`src/rtl/sram_dp_window_reader.sv`:
```
// sram_dp_window_reader: raster-walks a dual-port image SRAM and streams zero-padded 3x3 windows.
module sram_dp_window_reader #(
  parameter int IMG_W = 256,
  parameter int IMG_H = 256,
  parameter int ADDR_W = 16,
  parameter int DATA_W = 8
) (
  input  logic                  clk,
  input  logic                  rst_n,
  input  logic                  start,
  output logic                  busy,
  output logic                  done,
  output logic                  ena,
  output logic                  enb,
  output logic                  wena,
  output logic                  wenb,
  output logic [ADDR_W-1:0]     addra,
  output logic [ADDR_W-1:0]     addrb,
  output logic [DATA_W-1:0]     da,
  output logic [DATA_W-1:0]     db,
  input  logic [DATA_W-1:0]     qa,
  input  logic [DATA_W-1:0]     qb,
  output logic                  win_valid,
  input  logic                  win_ready,
  output logic [9*DATA_W-1:0]   win,
  output logic [15:0]           win_row,
  output logic [15:0]           win_col
);
  typedef enum logic [2:0] {IDLE, FA, FB, SH, EM, DN} state_t;
  state_t state;
  logic [31:0] r, fc, base;
  logic [DATA_W-1:0] top, mid;
  logic fa_a, fa_b, fb_a, rd_a, rd_b, rd_c;
  logic [9*DATA_W-1:0] shifted;
  assign wena = 1'b1;
  assign wenb = 1'b1;
  assign da = '0;
  assign db = '0;
  assign base = r * IMG_W + fc;
  assign rd_b = fc < IMG_W;
  assign rd_a = rd_b && r != 0;
  assign rd_c = rd_b && r < IMG_H - 1;
  // SRAM side is decoded from state so an async reset silences it at once
  always_comb begin
    ena = (state == FA && rd_a) || (state == FB && rd_c);
    enb = state == FA && rd_b;
    addra = (state == FA && rd_a) ? ADDR_W'(base - IMG_W) :
            (state == FB && rd_c) ? ADDR_W'(base + IMG_W) : '0;
    addrb = enb ? ADDR_W'(base) : '0;
  end
  always_comb begin
    shifted = win;
    for (int i = 0; i < 3; i++) begin
      shifted[DATA_W*(3*i) +: DATA_W] = win[DATA_W*(3*i+1) +: DATA_W];
      shifted[DATA_W*(3*i+1) +: DATA_W] = win[DATA_W*(3*i+2) +: DATA_W];
    end
    shifted[DATA_W*2 +: DATA_W] = top;
    shifted[DATA_W*5 +: DATA_W] = mid;
    shifted[DATA_W*8 +: DATA_W] = fb_a ? qa : '0;
  end
  always_ff @(posedge clk or negedge rst_n) begin
    if (!rst_n) begin
      state <= IDLE;
      busy <= 1'b0;
      done <= 1'b0;
      win_valid <= 1'b0;
      win <= '0;
      win_row <= '0;
      win_col <= '0;
      r <= '0;
      fc <= '0;
      top <= '0;
      mid <= '0;
      fa_a <= 1'b0;
      fa_b <= 1'b0;
      fb_a <= 1'b0;
    end else begin
      case (state)
        IDLE: if (start) begin
          r <= '0;
          fc <= '0;
          win <= '0;
          busy <= 1'b1;
          state <= FA;
        end
        FA: begin
          fa_a <= rd_a;
          fa_b <= rd_b;
          state <= FB;
        end
        FB: begin
          top <= fa_a ? qa : '0;
          mid <= fa_b ? qb : '0;
          fb_a <= rd_c;
          state <= SH;
        end
        SH: begin
          win <= shifted;
          if (fc == 0) begin
            fc <= 32'd1;
            state <= FA;
          end else begin
            win_row <= 16'(r);
            win_col <= 16'(fc - 1);
            win_valid <= 1'b1;
            state <= EM;
          end
        end
        EM: if (win_ready) begin
          win_valid <= 1'b0;
          if (fc < IMG_W) begin
            fc <= fc + 1;
            state <= FA;
          end else if (r < IMG_H - 1) begin
            r <= r + 1;
            fc <= '0;
            win <= '0;
            state <= FA;
          end else begin
            done <= 1'b1;
            state <= DN;
          end
        end
        DN: begin
          done <= 1'b0;
          busy <= 1'b0;
          state <= IDLE;
        end
        default: state <= IDLE;
      endcase
    end
  end
endmodule

```
`config.mk`:
```
export PLATFORM = sky130hd
export DESIGN_NAME = sram_dp_window_reader
export DESIGN_NICKNAME = d
export VERILOG_FILES = /design/src/rtl/sram_dp_window_reader.sv
export SDC_FILE = /design/constraint.sdc
export NUM_CORES = 1
export LEC_CHECK = 0
export ABC_AREA = 1
export CAP_MARGIN = 20
export CORE_MARGIN = 2
export CORE_UTILIZATION = 57
export CTS_CLUSTER_SIZE = 16
export DETAILED_ROUTE_END_ITERATION = 8
export PLACE_DENSITY = 0.85
export SYNTH_ARGS = -nofsm -noshare
export SYNTH_HDL_FRONTEND = slang
export SYNTH_SLANG_ARGS = --single-unit
```
`constraint.sdc`:
```
create_clock -name clk -period 4.95 [get_ports clk]
set_input_delay 0.7425 -clock clk [delete_from_list [all_inputs] [get_ports clk]]
set_output_delay 0.7425 -clock clk [all_outputs]
set_load 0.05 [all_outputs]
```
# ---- Word level (Yosys, flattened, before mapping)
# Index checks and enable logic that the tools add are counted.
dict set report classes {
  n_addsub 6
  n_reduce_logical 22
  mux 36
  mul 0
  n_eq_ne 13
  div_mod_pow 0
  order_cmp 2
  n_bitwise 1
  n_shift 0
}
# op n
set ops {}
lappend ops {{two-way mux 72 bit} 4}
lappend ops {{two-way mux 32 bit} 8}
lappend ops {{case mux 72 bit (3 select lines)} 1}
lappend ops {{case mux 32 bit (3 select lines)} 1}
lappend ops {{adder 32 x 1 -> 32 bit (second input constant)} 2}
lappend ops {{case mux 32 bit (2 select lines)} 1}
lappend ops {{two-way mux 16 bit} 3}
lappend ops {{logical NOT 32 bit} 1}
lappend ops {{less-than comparator 32 x 8 -> 1 bit (second input constant)} 1}
lappend ops {{less-than comparator 32 x 9 -> 1 bit (second input constant)} 1}
lappend ops {{nonzero test 32 bit} 1}
lappend ops {{two-way mux 8 bit} 3}
lappend ops {{adder 16 bit} 1}
lappend ops {{adder 16 x 9 -> 16 bit (second input constant)} 1}
lappend ops {{subtractor 16 x 1 -> 16 bit (second input constant)} 1}
lappend ops {{subtractor 16 x 9 -> 16 bit (second input constant)} 1}
lappend ops {{two-way mux 3 bit} 5}
lappend ops {{case mux 3 bit (5 select lines)} 1}
lappend ops {{AND reduction 5 bit} 3}
lappend ops {{!= test 2 bit (second input constant)} 7}
lappend ops {{nonzero test 2 bit} 4}
lappend ops {{== test 3 x 2 -> 1 bit (second input constant)} 2}
lappend ops {{== test 3 bit (second input constant)} 2}
lappend ops {{two-way mux 1 bit} 6}
lappend ops {{other kinds (11)} 19}
dict set report totals {
  input_bits 20
  output_inout_bits 159
  word_cells 94
  memories 0
  register_bits 193
  mem_bits_ro 0
  latchBits 0
  ram_bits 0
}

# ---- Longest topological paths before layout
dict set report depth {
  ltp_word 5
  ltp_mapped 15
  ltp_nobuf 15
}

# ---- Worst setup path after synthesis
# OpenSTA, ideal clock, no wires.
dict set report synth_timing {
  kind {register to output}
  from {register r[0]}
  to {output addra[12]}
  stages_incl_launch_ff 11
  arrival_time_ns 2.844
  path_slack_ns 1.363
  t_required_ns 4.208
  n_path_buf 0
  path_cell_list {dfrtp_1 -> ha_1 -> inv_1 -> fa_1 -> inv_1 -> ha_1 -> inv_1 -> nor2_1 -> nand2_1 -> xor2_1 -> o21ai_0}
}
dict set report synth_via {
  elab_chain_len 5
  word_cells_on_any_way 11
  classes_between {add/sub (3); order compare (1); mux (2); reduce/logical (5)}
}
# element line_no
set synth_rtl {}
lappend synth_rtl {{start: declaration} 31} ;# logic [31:0] r, fc, base;
lappend synth_rtl {{start signal: assignment} 115} ;# r <= r + 1;
lappend synth_rtl {{parallel branches: the longest is 4 deep, another holds adder 16 bit} -}
lappend synth_rtl {{two-way mux 16 bit *} 47} ;# addra = (state == FA && rd_a) ? ADDR_W'(base - IMG_W) :
lappend synth_rtl {{end: declaration} 17} ;# output logic [ADDR_W-1:0] addra,
# Mark *: on every way between the ends.

# ---- Final worst setup path
dict set report layout_timing {
  from {register r[0]}
  to {output addra[14]}
}
# Same word-level chain as after synthesis.

==> results.md <==
* Mapped Avg Cell Area at 8.00 sq um
* Sw frac at a little under half
* Total setup buffers inserted after CTS at 0
* Peak Freq at 240 MHz
* Sequential share of the synthesized area at 50.4%
* Crit end category: output pin
* PD cells at 585 nW/um^2
* FF-to-FF setup slack at 1810 ps
* Main combinational cell family by area after synthesis: simple AND/OR/NAND/NOR gates
* Max-slew headroom at 37.9%
* RSZ-0062 raised after global routing: no
* Tmin final at roughly 4200 ps
* Area Growth Syn to Fin at 19.3%
* Vias in the first global route at 7458
* Diode count at 0
* Residual DRC count at 0
* Share of layout cells above drive strength 1 at 5.58%
* Largest net degree at the start of global routing at 120
* Final Cycle Share at a little over four fifths
* Seq pwr share at about a third
* Worst min-delay path category: in -> async
* Synth Area in Compound Gates at 4.02%
* Status: completed
* Pint at 0.00358 W
* TritonCTS clock tree: yes
* Worst EP arrival at 3420 ps
* DRT Pass-1 Iters at 5
* Nets at 1330
* Total number of vias at between 7000 and 8000
* Post-DR wirelength/cell at between 10 and 15 microns
* Hold Buf Count CTS at 0
* Post-route cell area at 11400 sq um
* Yosys warns at 0
* Post-CTS sizing at 0
* Final WL at 21600 microns
* Element type at the critical path start: flip-flop
* WHS at between 400 and 500 ps
* Leakage at 6.03 nW
* Overall power at about 0.0067 W
* Post-route ant nets at 0
* Root Buffer Master: clkbuf_16
* Clock-pin slew on the worst setup and hold paths at 70 ps
* Distinct cells, synth at 36
* CP max-delay cell: clkdlybuf4s50_1
* Initial DRC count at roughly 600
* Clock group share of total power at 20.8%
* Die H at between 100 and 150 microns
* Row count at 47
* IO buf count at 160
* Setup tns final at 0 ps
* Final Hold Vio Count at 0
* Crit-path max cell delay at 800 ps
* Switching pwr at roughly 0.0031 W
* Global-route wire length before repair at 35700 microns
* Grt total ovfl at 0
* Core box area at 16500 sq um
* Crit path cell chain: ha_1, inv_1, fa_1, inv_1, ha_1, inv_1, nor2_1, nand2_1, nor2_1, nand3_1, nand2_1, nand2_1, nand2_1, clkdlybuf4s50_1
* Initial antenna violation count at 0
* Seq cells post-synth at 193
* Clock Skews at ~14 ps
* Max Fanout on Critical Path at 6
* Reg2Reg Depth at 11
* CP dominant cell by count: nand2_1
* Die area at 17900 sq um
* Mux share of post-synthesis cell area at 0%
* Global Route Usage Sum at 24.8%
* Slew Limit Fails at 0
* Critical path type: reg -> out
* Clock insertion delay at the later pin of the skew report at 440 ps
* Max VDD drop at slightly above 0.0004 V
* DP Area at 10800 sq um
* H-tree lvl count at 4
* Critical Path RT at 4210 ps
* Clock sinks at approximately 190
* Dpl hpwl at around 15000 microns
* Initial Util at between 50% and 60%
* Max_cap viols at 0
* Synth Area in Adders at 2.04%
* Synth Instances at 1198
* Synth Area in XOR/XNOR at under 10%
* IO Count at 179
* Post-Synthesis Cell Area at 9580 sq um
* Final Wtd Congestion at around 0.87
* Tightest Pin Transition at 932 ps
* Cts bufs inserted at 17
* Part of the power in combinational logic at 46.1%
* Final setup viols at 0
* Fraction of the mapped netlist area in simple logic gates at 29.2%
* Deepest clock path buffer count at 2
* Die X at 134 microns
* Via density at 5.05
## flip-flops by register name, summed over array words and instances, names as in the netlist
register,flops
fc,32
fa_a,1
r,32
win_valid,1
win_col,16
mid,8
fb_a,1
done,1
busy,1
win,72
top,8
state,3
fa_b,1
win_row,16
## path summary, 6_finish.rpt
path,end,startpoint
worst max register to register,fc[25]$_DFFE_PN0P_,fc[10]$_DFFE_PN0P_
worst min register to register,fc[28]$_DFFE_PN0P_,fc[28]$_DFFE_PN0P_
min in group clk,fc[28]$_DFFE_PN0P_,fc[28]$_DFFE_PN0P_
worst min-delay path,win[34]$_DFFE_PN0P_,rst_n
worst max-delay path,addra[14],r[0]$_DFFE_PN0P_
max in group asynchronous,win[21]$_DFFE_PN0P_,rst_n
## worst max-delay path: cells and delay by family, from the launching register on
kind                     cells  cell delay [ps]
adder cells (fa/ha/maj)      3              900
buffers and inverters        4             1040
flip-flops                   1              440
AND/OR/NAND/NOR              7              600
## cell type report
cell class | count | area (sq um)
Inverter | 114 | 433
Multi-Input combinational cell | 803 | 3630
Clock buffer | 17 | 425
Timing Repair Buffer | 166 | 1670
Tap cell | 220 | 275
Clock inverter | 15 | 173
Fill cell | 1268 | 5090
Sequential cell | 193 | 4830
## cell usage after synthesis, drive strengths merged
cell type | count | area [sq um]
nand3 | 56 | 290
o211ai | 1 | 7.51
nand2 | 460 | 1740
xor2 | 18 | 158
nand4 | 21 | 146
inv | 114 | 433
clkbuf | 13 | 50.0
nor2 | 121 | 518
a21oi | 9 | 45.0
nand3b | 1 | 7.51
o21a | 1 | 7.51
ha | 14 | 175
fa | 1 | 20.0
conb | 2 | 7.51
xnor2 | 3 | 26.3
a21o | 1 | 7.51
nor3 | 17 | 90.1
a31oi | 1 | 6.26
dfrtp | 193 | 4830
o21ai | 60 | 312
buf | 91 | 703
## layer usage
layer	GRT usage (%)	share of wire [%]
met2	41.5	49
met4	8.81	2.1
met5	0	0
met1	32.5	44
met3	4.83	5.7
## placed cells by master (no fill, tap or decap), types with 17 or more instances in the layout
cell type	n
conb_1	18
clkbuf_16	17
dfrtp_1	193
nor2_1	109
clkdlybuf4s50_1	159
nand2_1	456
nand4_1	20
inv_1	101
o21ai_0	59
nand3_1	54
xor2_1	18
## power by group through the flow
stage	Sequential [W]	Combinational [W]	Clock (W)
after floorplan	0.00277	0.00182	0
after global placement	0.00223	0.00301	0
after detailed placement	0.00224	0.00304	0
after CTS	0.00222	0.00305	0.00140
after global routing	0.00227	0.00329	0.00148
final	0.00221	0.00308	0.00139
## logic make-up (layout without fill, tap and decap cells)
group	count (synthesis)	count (layout)
buffers and inverters	218	312
XOR/XNOR	21	21
AND/OR/NAND/NOR	676	676
adder cells (fa/ha/maj)	15	15
other	2	18
flip-flops	193	193
AO/OA/AOI/OAI	73	73
## metrics by stage
step	util [%]	instances	worst slack, ps
2_1_floorplan	-	1214	1360
3_3_place_gp	65.4	1495	1290
3_5_place_dp	65.4	1495	1270
4_1_cts	69.0	1527	781
5_1_grt	69.2	1528	590
6_report	69.2	1528	785
(Power assumes the default switching activity.)
